===== src/rtl/array_divider_if.sv =====
// Start/busy/done handshake and operand/result bus for the restoring divider.
interface array_divider_if #(
    parameter int N = 4
);
    logic             start;
    logic [2*N-1:0]   dividend;
    logic [N-1:0]     divisor;
    logic             busy;
    logic             done;
    logic [2*N-1:0]   quotient;
    logic [N-1:0]     remainder;
    logic             div_by_zero;

    modport master (
        output start, dividend, divisor,
        input  busy, done, quotient, remainder, div_by_zero
    );

    modport slave (
        input  start, dividend, divisor,
        output busy, done, quotient, remainder, div_by_zero
    );
endinterface


===== src/rtl/array_divider.sv =====
// Sequential restoring divider: 2N-bit dividend / N-bit divisor, one quotient bit per clock.
module array_divider #(
    parameter int N = 4
) (
    input logic           clk,
    input logic           rst,
    array_divider_if.slave bus
);
    localparam int CW = $clog2(2 * N + 1);

    typedef enum logic [1:0] {
        IDLE,
        RUN,
        DONE
    } state_t;

    state_t          state;
    logic [N-1:0]    divisor_q;
    logic [2*N-1:0]  work;
    logic [N:0]      partial;
    logic [CW-1:0]   count;

    logic [N:0]      shifted;
    logic [N:0]      trial;
    logic            q_bit;
    logic [N:0]      next_partial;
    logic [2*N-1:0]  next_work;

    // The dividend register doubles as the quotient register: dividend bits
    // leave at the MSB while quotient bits enter at the LSB.
    always_comb begin
        // NOTE: every combinational output gets a value on every path, so no latch is inferred.
        shifted      = {partial[N-1:0], work[2*N-1]};
        trial        = shifted - {1'b0, divisor_q};
        q_bit        = ~trial[N];
        next_partial = q_bit ? trial : shifted;
        next_work    = {work[2*N-2:0], q_bit};
    end

    // NOTE: sequential state uses non-blocking assignments so all registers update together.
    always_ff @(posedge clk) begin
        if (rst) begin
            state           <= IDLE;
            divisor_q       <= '0;
            work            <= '0;
            partial         <= '0;
            count           <= '0;
            bus.busy        <= 1'b0;
            bus.done        <= 1'b0;
            bus.quotient    <= '0;
            bus.remainder   <= '0;
            bus.div_by_zero <= 1'b0;
        end else begin
            case (state)
                IDLE: begin
                    if (bus.start) begin
                        bus.busy <= 1'b1;
                        if (bus.divisor == '0) begin
                            state           <= DONE;
                            bus.done        <= 1'b1;
                            bus.quotient    <= '1;
                            bus.remainder   <= '0;
                            bus.div_by_zero <= 1'b1;
                        end else begin
                            state     <= RUN;
                            divisor_q <= bus.divisor;
                            work      <= bus.dividend;
                            partial   <= '0;
                            count     <= CW'(2 * N);
                        end
                    end
                end

                RUN: begin
                    partial <= next_partial;
                    work    <= next_work;
                    count   <= count - 1'b1;
                    // Results are registered on the last iteration so they appear with done.
                    if (count == CW'(1)) begin
                        state           <= DONE;
                        bus.done        <= 1'b1;
                        bus.quotient    <= next_work;
                        bus.remainder   <= next_partial[N-1:0];
                        bus.div_by_zero <= 1'b0;
                    end
                end

                DONE: begin
                    state    <= IDLE;
                    bus.done <= 1'b0;
                    bus.busy <= 1'b0;
                end

                default: state <= IDLE;
            endcase
        end
    end
endmodule

===== src/flat_wrapper.sv =====
// flat-port wrapper written by rule: the top's interface ports become plain ports
module array_divider_flat 
#(
    parameter int N = 4
)
  (clk, rst, bus_start, bus_dividend, bus_divisor, bus_busy, bus_done, bus_quotient, bus_remainder, bus_div_by_zero);
  array_divider_if #(.N(N)) bus_i ();
  input logic clk;
  input logic rst;
  input wire logic [$bits(bus_i.start)-1:0] bus_start;
  input wire logic [$bits(bus_i.dividend)-1:0] bus_dividend;
  input wire logic [$bits(bus_i.divisor)-1:0] bus_divisor;
  output wire logic [$bits(bus_i.busy)-1:0] bus_busy;
  output wire logic [$bits(bus_i.done)-1:0] bus_done;
  output wire logic [$bits(bus_i.quotient)-1:0] bus_quotient;
  output wire logic [$bits(bus_i.remainder)-1:0] bus_remainder;
  output wire logic [$bits(bus_i.div_by_zero)-1:0] bus_div_by_zero;
  assign bus_i.start = bus_start;
  assign bus_i.dividend = bus_dividend;
  assign bus_i.divisor = bus_divisor;
  assign bus_busy = bus_i.busy;
  assign bus_done = bus_i.done;
  assign bus_quotient = bus_i.quotient;
  assign bus_remainder = bus_i.remainder;
  assign bus_div_by_zero = bus_i.div_by_zero;
  array_divider #(.N(N)) u_core (.clk(clk), .rst(rst), .bus(bus_i));
endmodule

===== config.mk =====
export PLATFORM = sky130hd
export DESIGN_NAME = array_divider_flat
export DESIGN_NICKNAME = d
export VERILOG_FILES = /design/src/rtl/array_divider_if.sv /design/src/rtl/array_divider.sv /design/src/flat_wrapper.sv
export SDC_FILE = /design/constraint.sdc
export NUM_CORES = 1
export LEC_CHECK = 0
export BUFFER_PORTS_ARGS = -buffer_cell sky130_fd_sc_hd__buf_2
export CAP_MARGIN = 20
export CORE_UTILIZATION = 50
export CTS_CLUSTER_SIZE = 10
export DETAILED_ROUTE_END_ITERATION = 12
export GPL_TIMING_DRIVEN = 0
export PLACE_DENSITY = 0.81
export SLEW_MARGIN = 20
export SYNTH_ARGS = -nofsm -noshare
export SYNTH_HDL_FRONTEND = slang
export SYNTH_SLANG_ARGS = --single-unit

===== constraint.sdc =====
create_clock -name clk -period 2.05 [get_ports clk]
set_input_delay 0 -clock clk [delete_from_list [all_inputs] [get_ports clk]]
set_output_delay 0 -clock clk [all_outputs]
set_load 0.05 [all_outputs]

---- Yosys cells after proc, flatten, opt, wreduce, memory -nomap -nowiden ----
Cells that the tools add are included.
storage, ports and cells
  input bits .............................. 15
  output and inout bits ................... 15
  register bits ........................... 37
cells by class
  reduce and logical (&&, ||, !) cells .... 11
  add/subtract/negate cells ............... 2
  bitwise logic cells ..................... 2
  eq/ne operators ......................... 7
  mux-type cells .......................... 30
operators with widths
  cell                   count
  $mux W8                5
  $mux W4                8
  $pmux W8 S2            2
  $pmux W4 S2            3
  $reduce_and A4 Y1      2
  $mux W2                3
  $reduce_and A3 Y1      2
  $mux W1                5
  $sub A5 B4 Y5          1
  $eq A4 B1 Y1 const B   1
  $logic_not A4 Y1       1
  $ne A2 B1 Y1 const B   2
  $ne A2 B2 Y1 const B   2
  $pmux W1 S2            2
  $pmux W2 S2            1
  $reduce_and A2 Y1      2
  $reduce_bool A2 Y1     2
  $sub A4 B1 Y4 const B  1
  $pmux W1 S3            1
  $reduce_bool A3 Y1     1
  $eq A2 B1 Y1 const B   1
  $eq A2 B2 Y1 const B   1
  $logic_not A2 Y1       1
  $not A1 Y1             2

---- Longest topological paths before layout ----
  depth after elaboration ................. 4
  gate-level depth with buffers ........... 10
  depth with buffers taken out ............ 9

---- Worst setup path after synthesis ----
No wires, ideal clock.
  kind .................................... reg2reg
  from .................................... register u_core.work[7]
  to ...................................... register u_core.partial[3]
  library setup time ...................... 0.087 ns
  cell stages (with the launch flop) ...... 11
  required time ........................... 1.963 ns
  slack ................................... -0.024 ns
  arrival ................................. 1.988 ns
  path through ............................ dfxtp_1 -> inv_1 -> ha_1 -> inv_1 -> fa_1 -> a21o_1 -> a21oi_1 -> buf_2 -> xor2_1 -> a32oi_1 -> a211oi_1
on the way
  cells in the longest elaborated chain, start to end .. 3
RTL lines
  what                    line                 text
  from (decl)             array_divider.sv:19  logic [2*N-1:0] work;
  from (signal assigned)  array_divider.sv:67  work <= bus.dividend;
  from (signal assigned)  array_divider.sv:76  work <= next_work;
  $sub A5 B4 Y5           array_divider.sv:34  trial = shifted - {1'b0, divisor_q};
  $mux W4                 array_divider.sv:36  next_partial = q_bit ? trial : shifted;
  $pmux W4 S2             array_divider.sv:54  case (state)
  to (signal assigned)    array_divider.sv:75  partial <= next_partial;
  to (decl)               array_divider.sv:20  logic [N:0] partial;
Every way passes these cells.
A chain may end at the register's enable or synchronous reset.

---- Final worst setup path ----
Ends and elaborated chain as after synthesis.

==> run summary <==
The flow ran to the end, but the final reports show violations. The final reports fail on setup timing. The netlist uses 44 different library cells.

The total number of H-tree levels is 2. For this configuration, the core starts out at a cell density of between 50% and 60%. Clock tree synthesis found a total of 37 sinks.

The endpoint required time on the critical path is between 2 and 2.5 ns. The die span in y is 63.47 um. Setup violations remaining at the end of the flow were counted as 4. The port buffer count is 28.

After synthesis the netlist holds a flip-flop and latch count of 37. The number of antenna violations at the first check in global routing came out at 0. The via count of the first global-routing pass came out at between 1.5k and 2k. The part of the power in combinational logic is a little under a third.

The leftover overflow at the end of global routing came out at 0. TritonCTS built the clock tree. Sequential cells account for around two fifths of the total power. The number of antenna diodes is 0. The master cell of the clock root buffer is clkbuf_8. The per-instance average area after synthesis came out at 8.397 um2.

The wire length on met3 came out at roughly 400 um. The smallest clock period supported by the final layout is computed as around 2.1 ns. The maximum clock skew at final layout is ~0.0053 ns. The internal power summed over all cells came out at 0.001358 W. Of the total power, the share spent switching nets is around a third. The share of synthesized registers carrying an async set or reset is 0%.

In the final design database the tool counted 311 nets. By area the synthesized netlist is led by dfxtp_1 (39%), nand2_1 (7.7%), nor2_1 (6.0%). For this block, the initial DRC count from the detailed router was between 150 and 200. Timing would allow up to 0.4723 GHz. The clock power share is about 28%.

In this run the power spent charging and discharging nets is a little under 0.0007 W. The depth of the worst hold-timing path is 3. The worst pin sits at a relative slew slack of between 50% and 60%. The count of standard-cell rows came out at 21. The number of violations of the max-capacitance limit is 0. The half-perimeter wire length of the detailed placement result came out at 3119 um.

The pin count of the biggest net entering global routing is 12. The horizontal die dimension is ~63 um. The number of nets in the synthesized netlist is 247. After detailed routing, no signal wire sits above met4. The post-synthesis instance area came out at approximately 0.0019 mm2.

The power per standard cell area is between 800 and 900 mW/mm2. The slowest stage of the critical path is the dfxtp_4 cell. In the synthesized netlist the dominant register cell turns out to be dfxtp_1. The total non-filler cell area in the finished layout came out at ~0.0025 mm2. The number of top-level pins is 30. The number of clock buffers inserted by TritonCTS came out at 5. The signal on the critical path passes through inv_4 > ha_4 > inv_2 > fa_2 > a21o_1 > a21oi_4 > buf_6 > xor2_4 > a32oi_1 > a211oi_1.

The signal arrival time at the worst endpoint is approximately 2.3 ns. After detailed routing, the number of vias per cell comes to 5.717. The largest voltage drop on the vdd net is 0.4549 mV.

The classification of the worst setup path is register to register. Clock-pin slew was measured on the worst setup and hold paths at roughly 0.080 ns. The reported leakage power is between 1 and 1.5 nW.

The post-route worst setup slack is -0.06746 ns. The first-pass iteration count of the detailed router came out at 4. The fraction of post-synthesis cell area in the top cell type by area is between 30% and 40%. The synthesis-to-layout area growth is 34.50%.

In this run the cell area measured after placement is ~0.0021 mm2. The biggest area contributor in the post-synthesis netlist is dfxtp_1. The largest single stage delay on the critical path is around 0.37 ns. The proportion of layout cells with a drive suffix above 1 came out at 29.66%. The DRC violation count after routing came out at 0. The die covers about 0.0040 mm2.

The post-synthesis sequential area ratio is 39.21%. Counting flops with a built-in enable in the synthesized netlist gives 0. The tightest min-delay check is of the primary input to register type.

Dividing the final minimum period by the clock period gives 103.3%. The biggest fanout along the worst timing path is 7. The first-pass GRT wire length came out at 8100 um. The transition time at the pin with the least slew margin came out at roughly 0.72 ns.

The area of the core region came out at approximately 0.0035 mm2. The overall global routing resource usage came out at 26.58%. The clock insertion delay at the later pin of the skew report is approximately 0.3 ns. No sink is reached through more buffers than the 2 on the longest clock path. The met2 layer wire length in the routed design is around 2700 um.

The worst setup path is captured at a register. The final layout contains routed wiring with a total length of between 5000 and 6000 um. The number of warning messages in the yosys log is 0. The count of nets left with antenna violations once routing finished came out at 0. Setup repair after global routing could not meet its margin everywhere. The average wire per standard cell is between 15 and 20 um.

The number of hold violations in the final report is 0. The number of max-slew violations in the final report came out at 0. The length in cells of the worst reg-to-reg path came out at 10.

For this block, wires on met1 add up to ~2200 um. OpenSTA, run right after detailed placement, puts the worst setup slack at -0.2788 ns. The total via count in the routed design came out at 1921. At the end of routability-driven placement, the weighted congestion stood at between 0.8 and 0.9. The number of standard cells after synthesis came out at ~230. STA classifies the critical path startpoint as a register.
==> power groups by stage <==
stage                     logic [W]  clock network, W  registers (W)
final                      0.000637          0.000578       0.000821
after global routing       0.000684          0.000614       0.000827
after detailed placement   0.000436                 0       0.000832
after CTS                  0.000542          0.000580       0.000817
after floorplan            0.000300                 0       0.000863
after global placement     0.000428                 0       0.000830
==> layout make-up <==
type / instances / area (um2)
Fill cell: 275 / 927.1
Multi-Input combinational cell: 162 / 1121
Buffer: 15 / 83.83
Clock inverter: 1 / 5.005
Inverter: 11 / 43.79
Clock buffer: 7 / 96.34
Timing Repair Buffer: 57 / 389.1
Tap cell: 46 / 57.56
Sequential cell: 37 / 744.5
==> registers in the layout, indices dropped and copies added (netlist names) <==
name,flops
u_core.state,2
u_core.partial,4
u_core.bus.remainder,4
u_core.bus.quotient,8
u_core.count,4
u_core.divisor_q,4
u_core.work,8
u_core.bus.done,1
u_core.bus.busy,1
u_core.bus.div_by_zero,1
==> per-layer routing <==
metal,GRT usage (%),vias to the layer above
met5,0,-
met4,10.80,0
met3,7.609,10
met2,42.29,80
met1,33.45,912
li1,-,919
==> synthesized netlist by cell type (3+ instances only) <==
cell type,count
a211oi_1,4
a211oi_2,7
a21oi_1,13
a311oi_1,7
clkbuf_1,10
dfxtp_1,37
ha_1,6
inv_1,11
nand2_1,39
nand2b_1,3
nand4b_1,3
nor2_1,30
nor3_1,3
o21ai_0,5
xor2_1,4
==> path summary, 6_finish.rpt <==
kind,slack (ns),startpoint,endpoint
setup reg to reg,-0.07,u_core.work[7],u_core.partial[3]
setup / recovery,-0.07,u_core.work[7],u_core.partial[3]
hold reg to reg,0.46,u_core.divisor_q[1],u_core.divisor_q[1]
hold / removal,0.008,bus_dividend[3],u_core.work[3]
==> worst max-delay path: cells and delay by family, from the launching register on <==
kind	cells	cell delay [ns]
compound gates	4	0.73
fa+ha+maj	2	0.46
flops	1	0.37
buf+inv	3	0.26
xor+xnor	1	0.19
==> cell families after synthesis <==
| family | count (synthesis) | synth area share, % |
|---|---|---|
| compound gates | 57 | 24.17 |
| xor+xnor | 5 | 2.318 |
| fa+ha+maj | 7 | 5.033 |
| buf+inv | 26 | 6.292 |
| flops | 37 | 39.21 |
| mux | 2 | 1.060 |
| simple gates | 91 | 21.92 |
==> metrics by stage <==
| step | utilization [%] | hold slack (ns) | setup TNS (ns) | total power, W | cells |
|---|---|---|---|---|---|
| finish | 73.27 | 0.008147 | -0.1431 | 0.002035 | 336 |
| global route | 73.27 | 0.01988 | -0.6535 | 0.002125 | 336 |
| CTS | 70.82 | 0.001027 | -0.01566 | 0.001939 | 331 |
| detailed placement | 60.25 | 0.2790 | -0.8946 | 0.001267 | 299 |
| global placement | 60.25 | 0.2705 | -0.6466 | 0.001257 | 299 |
| floorplan | - | 0.1360 | 0 | 0.001163 | 225 |
==> repair_timing <==
item,in CTS,in global routing
endpoints found under the setup margin,8,8
pin swaps,6,6
gates resized for setup,12,9
endpoints found under the hold margin,11,0
buffers inserted,13,5
hold buffers,11,0
==> layout by cell type, fill, tap and decap left out, types with 9 or more instances in the layout <==
| cell type | n |
|---|---|
| clkbuf_1 | 10 |
| dfxtp_1 | 36 |
| buf_4 | 18 |
| nor2_1 | 30 |
| inv_1 | 9 |
| dlygate4sd3_1 | 11 |
| nand2_1 | 39 |
| buf_2 | 29 |
| a21oi_1 | 12 |
Power figures use the tool's default switching activity.
